File: src/rtl/alu_issue_ctrl_pkg.sv
// -----------------------------------------------------------------------------
// alu_issue_ctrl_pkg
// Shared definitions for the ALU issue controller and the ALU itself:
//   - FSM state encoding of the issue controller
//   - opcode and R-type funct constants
//   - 4-bit ALU control codes ([2:0] operation, [3] shift amount from shamt)
//   - bit positions inside the {carry, neg, zero} flag vector
// -----------------------------------------------------------------------------
package alu_issue_ctrl_pkg;

  typedef enum logic [1:0] {
    ST_IDLE    = 2'd0,
    ST_DECODE  = 2'd1,
    ST_EXECUTE = 2'd2,
    ST_WB      = 2'd3
  } state_e;

  // Opcodes
  localparam logic [5:0] OP_RTYPE = 6'd0;
  localparam logic [5:0] OP_ADDI  = 6'd1;
  localparam logic [5:0] OP_ANDI  = 6'd2;
  localparam logic [5:0] OP_XORI  = 6'd3;
  localparam logic [5:0] OP_BZ    = 6'd4;
  localparam logic [5:0] OP_BNZ   = 6'd5;
  localparam logic [5:0] OP_BLTZ  = 6'd6;

  // R-type funct codes
  localparam logic [4:0] FN_ADD  = 5'd0;
  localparam logic [4:0] FN_COMP = 5'd1;
  localparam logic [4:0] FN_AND  = 5'd2;
  localparam logic [4:0] FN_XOR  = 5'd3;
  localparam logic [4:0] FN_SLL  = 5'd4;
  localparam logic [4:0] FN_SRL  = 5'd5;
  localparam logic [4:0] FN_SRA  = 5'd6;
  localparam logic [4:0] FN_SLLV = 5'd7;
  localparam logic [4:0] FN_SRLV = 5'd8;
  localparam logic [4:0] FN_SRAV = 5'd9;
  localparam logic [4:0] FN_DIFF = 5'd10;

  // ALU control codes: bit 3 = shift amount taken from the shamt field
  localparam logic [3:0] ALU_ADD  = 4'b0000;
  localparam logic [3:0] ALU_COMP = 4'b0001;
  localparam logic [3:0] ALU_AND  = 4'b0010;
  localparam logic [3:0] ALU_XOR  = 4'b0011;
  localparam logic [3:0] ALU_SLLV = 4'b0100;
  localparam logic [3:0] ALU_SRLV = 4'b0101;
  localparam logic [3:0] ALU_SRAV = 4'b0110;
  localparam logic [3:0] ALU_DIFF = 4'b0111;
  localparam logic [3:0] ALU_SLL  = 4'b1100;
  localparam logic [3:0] ALU_SRL  = 4'b1101;
  localparam logic [3:0] ALU_SRA  = 4'b1110;

  // Bit positions in the registered flag vector {carry, neg, zero}
  localparam int FLAG_ZERO  = 0;
  localparam int FLAG_NEG   = 1;
  localparam int FLAG_CARRY = 2;

endpackage

File: src/rtl/alu_issue_ctrl_alu_op_decode.sv
// -----------------------------------------------------------------------------
// alu_op_decode
// Purely combinational instruction decoder.
// Ports:
//   opcode_i      [5:0] instruction class
//   funct_i       [4:0] R-type sub-operation
//   alu_ctrl_o    [3:0] ALU control code
//   alu_src_imm_o       immediate selected as ALU operand 2
//   is_branch_o         instruction is a conditional branch
//   legal_o             opcode/funct combination is defined
// Undefined encodings report legal_o=0 with an inert ADD / register operand.
// -----------------------------------------------------------------------------
module alu_op_decode
  import alu_issue_ctrl_pkg::*;
(
  input  logic [5:0] opcode_i,
  input  logic [4:0] funct_i,
  output logic [3:0] alu_ctrl_o,
  output logic       alu_src_imm_o,
  output logic       is_branch_o,
  output logic       legal_o
);

  always_comb begin
    alu_ctrl_o    = ALU_ADD;
    alu_src_imm_o = 1'b0;
    is_branch_o   = 1'b0;
    legal_o       = 1'b1;
    case (opcode_i)
      OP_RTYPE: begin
        case (funct_i)
          FN_ADD:  alu_ctrl_o = ALU_ADD;
          FN_COMP: alu_ctrl_o = ALU_COMP;
          FN_AND:  alu_ctrl_o = ALU_AND;
          FN_XOR:  alu_ctrl_o = ALU_XOR;
          FN_SLL:  alu_ctrl_o = ALU_SLL;
          FN_SRL:  alu_ctrl_o = ALU_SRL;
          FN_SRA:  alu_ctrl_o = ALU_SRA;
          FN_SLLV: alu_ctrl_o = ALU_SLLV;
          FN_SRLV: alu_ctrl_o = ALU_SRLV;
          FN_SRAV: alu_ctrl_o = ALU_SRAV;
          FN_DIFF: alu_ctrl_o = ALU_DIFF;
          default: legal_o    = 1'b0;
        endcase
      end
      OP_ADDI: begin
        alu_ctrl_o    = ALU_ADD;
        alu_src_imm_o = 1'b1;
      end
      OP_ANDI: begin
        alu_ctrl_o    = ALU_AND;
        alu_src_imm_o = 1'b1;
      end
      OP_XORI: begin
        alu_ctrl_o    = ALU_XOR;
        alu_src_imm_o = 1'b1;
      end
      // Branches compare via the ALU adder; the condition is resolved later
      OP_BZ, OP_BNZ, OP_BLTZ: is_branch_o = 1'b1;
      default: legal_o = 1'b0;
    endcase
  end

endmodule

File: src/rtl/alu_issue_ctrl.sv
// -----------------------------------------------------------------------------
// alu_issue_ctrl
// Four-state issue controller (IDLE -> DECODE -> EXECUTE -> WB) that drives
// ALU control, captures ALU flags and produces write-back / branch pulses.
// Ports:
//   clk, rst_n                 clock, asynchronous active-low reset
//   instr_valid / instr_ready  instruction handshake (ready only in IDLE)
//   opcode, funct              instruction fields, sampled on accept
//   kill                       flush; abandons an instruction in DECODE/EXECUTE
//   alu_zero/neg/carry         ALU flag inputs, sampled at end of EXECUTE
//   alu_ctrl, alu_src_imm      registered ALU controls, held DECODE..WB
//   rf_we, branch_taken        single-cycle pulses in WB
//   illegal                    single-cycle pulse in DECODE
//   flags                      registered {carry, neg, zero}
// -----------------------------------------------------------------------------
module alu_issue_ctrl
  import alu_issue_ctrl_pkg::*;
(
  input  logic       clk,
  input  logic       rst_n,
  input  logic       instr_valid,
  output logic       instr_ready,
  input  logic [5:0] opcode,
  input  logic [4:0] funct,
  input  logic       kill,
  input  logic       alu_zero,
  input  logic       alu_neg,
  input  logic       alu_carry,
  output logic [3:0] alu_ctrl,
  output logic       alu_src_imm,
  output logic       rf_we,
  output logic       branch_taken,
  output logic       illegal,
  output logic [2:0] flags
);

  state_e     state_q, state_d;
  logic [3:0] alu_ctrl_q, alu_ctrl_d;
  logic       src_imm_q, src_imm_d;
  logic       is_branch_q, is_branch_d;
  logic       legal_q, legal_d;
  logic [5:0] opcode_q, opcode_d;
  logic [2:0] flags_q, flags_d;

  logic [3:0] dec_alu_ctrl;
  logic       dec_src_imm;
  logic       dec_is_branch;
  logic       dec_legal;
  logic       branch_cond;

  // Decode the raw input fields so the control word is registered on accept
  // and is already valid throughout DECODE.
  alu_op_decode u_alu_op_decode (
    .opcode_i      (opcode),
    .funct_i       (funct),
    .alu_ctrl_o    (dec_alu_ctrl),
    .alu_src_imm_o (dec_src_imm),
    .is_branch_o   (dec_is_branch),
    .legal_o       (dec_legal)
  );

  // Branch condition evaluated on the registered flags during WB
  always_comb begin
    case (opcode_q)
      OP_BZ:   branch_cond = flags_q[FLAG_ZERO];
      OP_BNZ:  branch_cond = ~flags_q[FLAG_ZERO];
      OP_BLTZ: branch_cond = flags_q[FLAG_NEG];
      default: branch_cond = 1'b0;
    endcase
  end

  always_comb begin
    state_d      = state_q;
    alu_ctrl_d   = alu_ctrl_q;
    src_imm_d    = src_imm_q;
    is_branch_d  = is_branch_q;
    legal_d      = legal_q;
    opcode_d     = opcode_q;
    flags_d      = flags_q;
    instr_ready  = 1'b0;
    rf_we        = 1'b0;
    branch_taken = 1'b0;
    illegal      = 1'b0;

    case (state_q)
      ST_IDLE: begin
        instr_ready = 1'b1;
        if (instr_valid) begin
          state_d     = ST_DECODE;
          alu_ctrl_d  = dec_alu_ctrl;
          src_imm_d   = dec_src_imm;
          is_branch_d = dec_is_branch;
          legal_d     = dec_legal;
          opcode_d    = opcode;
        end
      end
      ST_DECODE: begin
        // kill outranks the illegal report
        illegal = ~legal_q & ~kill;
        if (kill || !legal_q) state_d = ST_IDLE;
        else                  state_d = ST_EXECUTE;
      end
      ST_EXECUTE: begin
        if (kill) begin
          state_d = ST_IDLE;
        end else begin
          state_d = ST_WB;
          flags_d = {alu_carry, alu_neg, alu_zero};
        end
      end
      ST_WB: begin
        state_d = ST_IDLE;
        if (is_branch_q) branch_taken = branch_cond;
        else             rf_we        = 1'b1;
      end
      default: state_d = ST_IDLE;
    endcase

    // Leaving for IDLE always drops the control word back to ADD/register
    if (state_d == ST_IDLE) begin
      alu_ctrl_d  = ALU_ADD;
      src_imm_d   = 1'b0;
      is_branch_d = 1'b0;
      legal_d     = 1'b0;
      opcode_d    = '0;
    end
  end

  always_ff @(posedge clk or negedge rst_n) begin
    if (!rst_n) begin
      state_q     <= ST_IDLE;
      alu_ctrl_q  <= ALU_ADD;
      src_imm_q   <= 1'b0;
      is_branch_q <= 1'b0;
      legal_q     <= 1'b0;
      opcode_q    <= '0;
      flags_q     <= '0;
    end else begin
      state_q     <= state_d;
      alu_ctrl_q  <= alu_ctrl_d;
      src_imm_q   <= src_imm_d;
      is_branch_q <= is_branch_d;
      legal_q     <= legal_d;
      opcode_q    <= opcode_d;
      flags_q     <= flags_d;
    end
  end

  assign alu_ctrl    = alu_ctrl_q;
  assign alu_src_imm = src_imm_q;
  assign flags       = flags_q;

endmodule
File: config.mk
export PLATFORM = sky130hd
export DESIGN_NAME = alu_issue_ctrl
export DESIGN_NICKNAME = d
export VERILOG_FILES = /design/src/rtl/alu_issue_ctrl_pkg.sv /design/src/rtl/alu_issue_ctrl_alu_op_decode.sv /design/src/rtl/alu_issue_ctrl.sv
export SDC_FILE = /design/constraint.sdc
export NUM_CORES = 1
export LEC_CHECK = 0
export ABC_CLOCK_PERIOD_IN_PS = 1800
export BUFFER_PORTS_ARGS = -buffer_cell sky130_fd_sc_hd__buf_2
export CAP_MARGIN = 30
export CORE_MARGIN = 3
export CORE_UTILIZATION = 48
export DETAILED_ROUTE_END_ITERATION = 12
export PLACE_DENSITY = 0.8
export SETUP_SLACK_MARGIN = 0.02
export SLEW_MARGIN = 30
export SYNTH_ARGS = -nofsm -noshare
export SYNTH_HDL_FRONTEND = slang
export SYNTH_SLANG_ARGS = --single-unit
export TNS_END_PERCENT = 10
File: constraint.sdc
create_clock -name clk -period 1.8 [get_ports clk]
set_clock_uncertainty 0.1 [all_clocks]
set_input_delay 0.09 -clock clk [delete_from_list [all_inputs] [get_ports clk]]
set_output_delay 0.09 -clock clk [all_outputs]
set_load 0.05 [all_outputs]
# == Word-level counts from Yosys, hierarchy flattened ==
# Index checks and enable logic that the tools add are counted.
# totals
ff_bits,18
in_bits,18
output_inout_bits,12
wordCells,79
# classes
mux,32
n_reduce_logical,14
n_eq_ne,22
bitwise_logic,4
# op_table
operator,count
4-bit case mux with 10 select lines,1
6-bit by 3-bit == test with 1-bit output (second input constant),6
5-bit by 3-bit == test with 1-bit output (second input constant),4
1-bit two-way mux,18
6-bit two-way mux,3
5-bit by 4-bit == test with 1-bit output (second input constant),3
6-bit by 2-bit == test with 1-bit output (second input constant),2
4-bit two-way mux,3
4-bit case mux with 3 select lines,1
11-bit OR reduction,1
5-bit by 2-bit == test with 1-bit output (second input constant),2
2-bit case mux with 4 select lines,1
6-bit by 1-bit == test with 1-bit output (second input constant),1
6-bit zero test,1
2-bit two-way mux,3
3-bit OR reduction,2
6-bit OR reduction,1
5-bit by 1-bit == test with 1-bit output (second input constant),1
5-bit zero test,1
2-bit == test (second input constant),2
2-bit zero test,2
2-bit AND reduction,2
2-bit nonzero test,2
1-bit inverter,3
6 further kinds,6

# == Logic depth before layout (Yosys ltp) ==
# depth
ltp_word,7
ltp_mapped,6

# == Hierarchy ==
# From an unflattened synthesis, not the netlist that was laid out.
# hier_totals
cells_unflattened,88
hier_area_um2,972.2
# by_module_without_submodules
mod,area_per_inst_um2,instances,cells_each
alu_issue_ctrl,800.8,1,58
alu_op_decode,171.4,1,30

# == Worst setup path before layout ==
# OpenSTA, ideal clock, no wires.
# synth_path
path_kind,register to output
from,register state_q[1]
to,output illegal
slack_ns,-0.070
t_required_ns,1.610
path_stages_with_launch,4
arrival_ns,1.680
path_cell_list,dfrtp_1 -> buf_6 -> nand2b_1 -> nor3_1
# synth_via
elab_chain_len,2
# synth_rtl
element,line,source
start: declaration,alu_issue_ctrl.sv:37,"state_e state_q, state_d;"
start signal: assignment,alu_issue_ctrl.sv:139,state_q <= state_d;
2-bit by 1-bit == test with 1-bit output,alu_issue_ctrl.sv:85,case (state_q)
1-bit two-way mux,alu_issue_ctrl.sv:85,
end: declaration,alu_issue_ctrl.sv:33,"output logic illegal,"
# No other way between the ends.

# == Worst setup path after layout ==
# layout_path
from,input opcode[2]
to,register alu_ctrl_q[2] (netlist: alu_ctrl[2])
# layout_via
elab_chain_len,5
elab_cells_between_ends,7
classes_between,eq/ne: 2; mux: 4; reduce/logical: 1
# layout_rtl
element,line,source
start: declaration,alu_issue_ctrl.sv:23,"input logic [5:0] opcode,"
6-bit by 2-bit == test with 1-bit output / 6-bit zero test (equally long branches),alu_issue_ctrl_alu_op_decode.sv:29,case (opcode_i)
4-bit case mux with 3 select lines (*),alu_issue_ctrl_alu_op_decode.sv:29,
4-bit two-way mux (*),alu_issue_ctrl.sv:88,if (instr_valid) begin
4-bit two-way mux (*),alu_issue_ctrl.sv:85,
4-bit two-way mux (*),alu_issue_ctrl.sv:120,if (state_d == ST_IDLE) begin
end signal: assignment,alu_issue_ctrl.sv:140,alu_ctrl_q <= alu_ctrl_d;
end: declaration,alu_issue_ctrl.sv:38,"logic [3:0] alu_ctrl_q, alu_ctrl_d;"
# Every way passes the cells marked *; elsewhere a longest branch is shown, timed or not. The select of a mux whose other input is x is not followed.
# A chain may end at the register's enable or synchronous reset.

==> flow_metrics.env <==
export IMPL_yosysSeqAreaShare_pct=49.86
export IMPL_cp_max_fo=5
export IMPL_r2r_start="state_q[0]"
export IMPL_place_ws_ps=112.7
export IMPL_yosys_most_used_dff="dfrtp_1"
export IMPL_cap_viol_max_count=0
export IMPL_totalWireLength_mm=2.040
export IMPL_drive_gt1_share_pct=37.30
export IMPL_hold_path_cell_count=4
export IMPL_p_comb_share_pct=21.8
export IMPL_cts_sinks=18
export IMPL_hp_class="input pin to flip-flop"
export IMPL_synth_common_cells="dfrtp_1, nand2_1, a22o_1"
export IMPL_h_tree_depth=1
export IMPL_cp_arrival_ps=1810
export IMPL_reg2regPathDepth=4
export IMPL_hold_violations=0
export IMPL_drt_iter0_drc=6
export IMPL_clkPwrFrac_pct=23.5
export IMPL_antenna_cells=0
export IMPL_synth_most_common_cell="dfrtp_1"
export IMPL_num_rows=15
export IMPL_grt_overflow_total=0
export IMPL_syn_cell_area_sq_um=903.4
export IMPL_hold_path_end="alu_ctrl[3]"
export IMPL_yosysUniqueCellTypes=33
export IMPL_p_int_mw=0.5739
export IMPL_synth_top_area_share_pct=49.86
export IMPL_port_buffers=29
export IMPL_insertion_delay_ps=280
export IMPL_synth_net_count=101
export IMPL_hpwl_mm=1.435
export IMPL_r2r_end="alu_ctrl[2]"
export IMPL_irDropWorstVdd_mv=0.5456
export IMPL_post_drt_wl_per_cell_um=13.51
export IMPL_fin_cells=151
export IMPL_fillCellCount=136
export IMPL_fin_crit_ps=1696
export IMPL_power_frac_seq_pct=54.7
export IMPL_grt_usage_pct=18.75
export IMPL_ys_seq_elements=18
export IMPL_drt_first_pass_iters=4
export IMPL_synth_edff_count=0
export IMPL_nNetsFinal=146
export IMPL_root_buffer="clkbuf_4"
export IMPL_die_area_sq_um=2438
export IMPL_relSlewSlack_pct=74.03
export IMPL_leakage_nw=0.5931
export IMPL_vias_per_cell=5.377
export IMPL_syn_inst=83
export IMPL_r2r_slack_ps=140
export IMPL_power_switching_share_pct=28.46
export IMPL_dr_total_vias=812
export IMPL_finalMaxSlewViolations=0
export IMPL_synthTopCellsByArea="dfrtp_1, a22o_1, nand2_1"
export IMPL_ios=30
export IMPL_placed_cells=137
export IMPL_setup_tns_final_ps=0
export IMPL_cts_inserted_buffers=3
export IMPL_yosysWarnings=0
export IMPL_powerDensity_nw_per_um2=653.6
export IMPL_first_global_vias=776
export IMPL_ys_async_sr_fraction_pct=100.0
export IMPL_worstSetupEndpointType="flip-flop"
export IMPL_switchingPower_mw=0.2283
export IMPL_avgSynthCellArea_sq_um=10.88
export IMPL_cp_required_ps=1920
export IMPL_rsz0062_at_grt="false"
export IMPL_syn_to_final_growth_pct=35.87
export IMPL_status="finished clean"
export IMPL_fmax_mhz=589.7
export IMPL_multiInputGateArea_sq_um=441.7
export IMPL_initial_core_util_pct=51.76
export IMPL_grt_max_degree=19
export IMPL_synth_top_area_cell="dfrtp_1"
export IMPL_core_area_sq_um=1745
export IMPL_cts_buffer_depth=2
export IMPL_die_w_um=49.38
export IMPL_antenna_found_initial=0
export IMPL_place_gp_congestion=0.7947
export IMPL_path_class="input pin to flip-flop"
export IMPL_remaining_drc_errors=0
export IMPL_grt_pass1_wl_mm=3.512
export IMPL_die_h_um=49.38
export IMPL_cts_tree="built"
export IMPL_clkTransAtPathRegs_ps=90
export IMPL_regArea_sq_um=452.9
export IMPL_worstSetupStartpointType="input pin"
export IMPL_post_route_period_util_pct=94.21
export IMPL_hp_start="funct[3]"
export IMPL_fin_ws_ps=104.3
export IMPL_setup_viol=0
export IMPL_ant_nets=0
export IMPL_tightest_slew_ps=389.6
[layout by cell type, fill, tap and decap left out, drive strengths merged]
master / instances
a211oi: 1
a21o: 1
a21oi: 4
a22o: 6
a32o: 1
and4b: 1
buf: 33
clkbuf: 3
dfrtp: 18
dlygate4sd3: 10
inv: 1
maj3: 1
mux2: 3
mux2i: 1
nand2: 10
nand2b: 2
nand3: 1
nand3b: 1
nor2: 5
nor2b: 3
nor3: 1
nor3b: 2
nor4: 2
nor4b: 2
o21ai: 6
o21bai: 1
o22ai: 1
o2bb2a: 1
o2bb2ai: 1
or4: 1
xnor2: 2
[cell type report]
class	count	share of cell area (%)
tap	25	2.548
sequential	18	36.90
timing repair buffer	43	22.43
multi-input combinational	61	35.98
inverter	1	0.3058
clock buffer	3	1.835
[how the worst max path moves through the flow]
stage	startpoint	endpoint	cells past startpoint
finish	opcode[2]	alu_ctrl[2]	6
global route	opcode[2]	alu_ctrl[2]	6
CTS	opcode[2]	alu_ctrl[2]	6
detailed placement	state_q[1]	alu_ctrl[3]	4
global placement	state_q[1]	alu_ctrl[3]	4
floorplan	state_q[1]	alu_ctrl[0]	5
[metal layers]
metal | share of wire, % | up-vias | GRT usage (%)
li1 | - | 392 | -
met1 | 44 | 393 | 25.34
met2 | 49 | 25 | 29.24
met3 | 6.3 | 2 | 4.281
met4 | 0.69 | 0 | 6.912
met5 | 0 | - | 0
[critical path, cell delays in order]
cell           delay, ps
dlygate4sd3_1        530
buf_2                170
nor4_4               320
nand2_2              120
or4_4                440
o21ai_1              140
[cells by family (layout without fill, tap and decap cells)]
family          after synthesis  in the layout  share of synthesized area, %
mux                           4              4                         4.847
simple gates                 31             31                         21.05
compound gates               23             23                         17.73
flops                        18             18                         49.86
buf+inv                       4             47                         3.461
fa+ha+maj                     1              1                         1.108
xor+xnor                      2              2                         1.939
[through the flow]
step / hold slack [ps] / area [sq um] / util, % / total power, mW
CTS: 7.775 / 1202 / 68.89 / 0.8033
global route: 25.91 / 1227 / 70.32 / 0.8506
global placement: -69.84 / 1080 / 61.86 / 0.5937
detailed placement: -63.02 / 1080 / 61.86 / 0.5967
finish: 21.62 / 1227 / 70.32 / 0.8022
floorplan: -305.6 / 908.4 / - / 0.5375
[sequential cells by signal, indices dropped and copies added (netlist names)]
name         count
flags            3
alu_src_imm      1
is_branch_q      1
opcode_q         6
state_q          2
alu_ctrl         4
legal_q          1
[power by group through the flow]
stage / sequential, mW / combinational [mW] / clock [mW]
floorplan: 0.467 / 0.0705 / 0
global placement: 0.444 / 0.149 / 0
detailed placement: 0.446 / 0.151 / 0
CTS: 0.438 / 0.169 / 0.197
global route: 0.442 / 0.190 / 0.219
finish: 0.439 / 0.175 / 0.189
[repair_timing]
action | 4_1_cts | 5_1_grt
resized for setup | 0 | 4
hold endpoints to repair | 26 | 0
hold buffers | 10 | 0
buffers inserted | 0 | 1
endpoints found under the setup margin | 0 | 3
No activity file was read; power rests on OpenSTA's default activity.
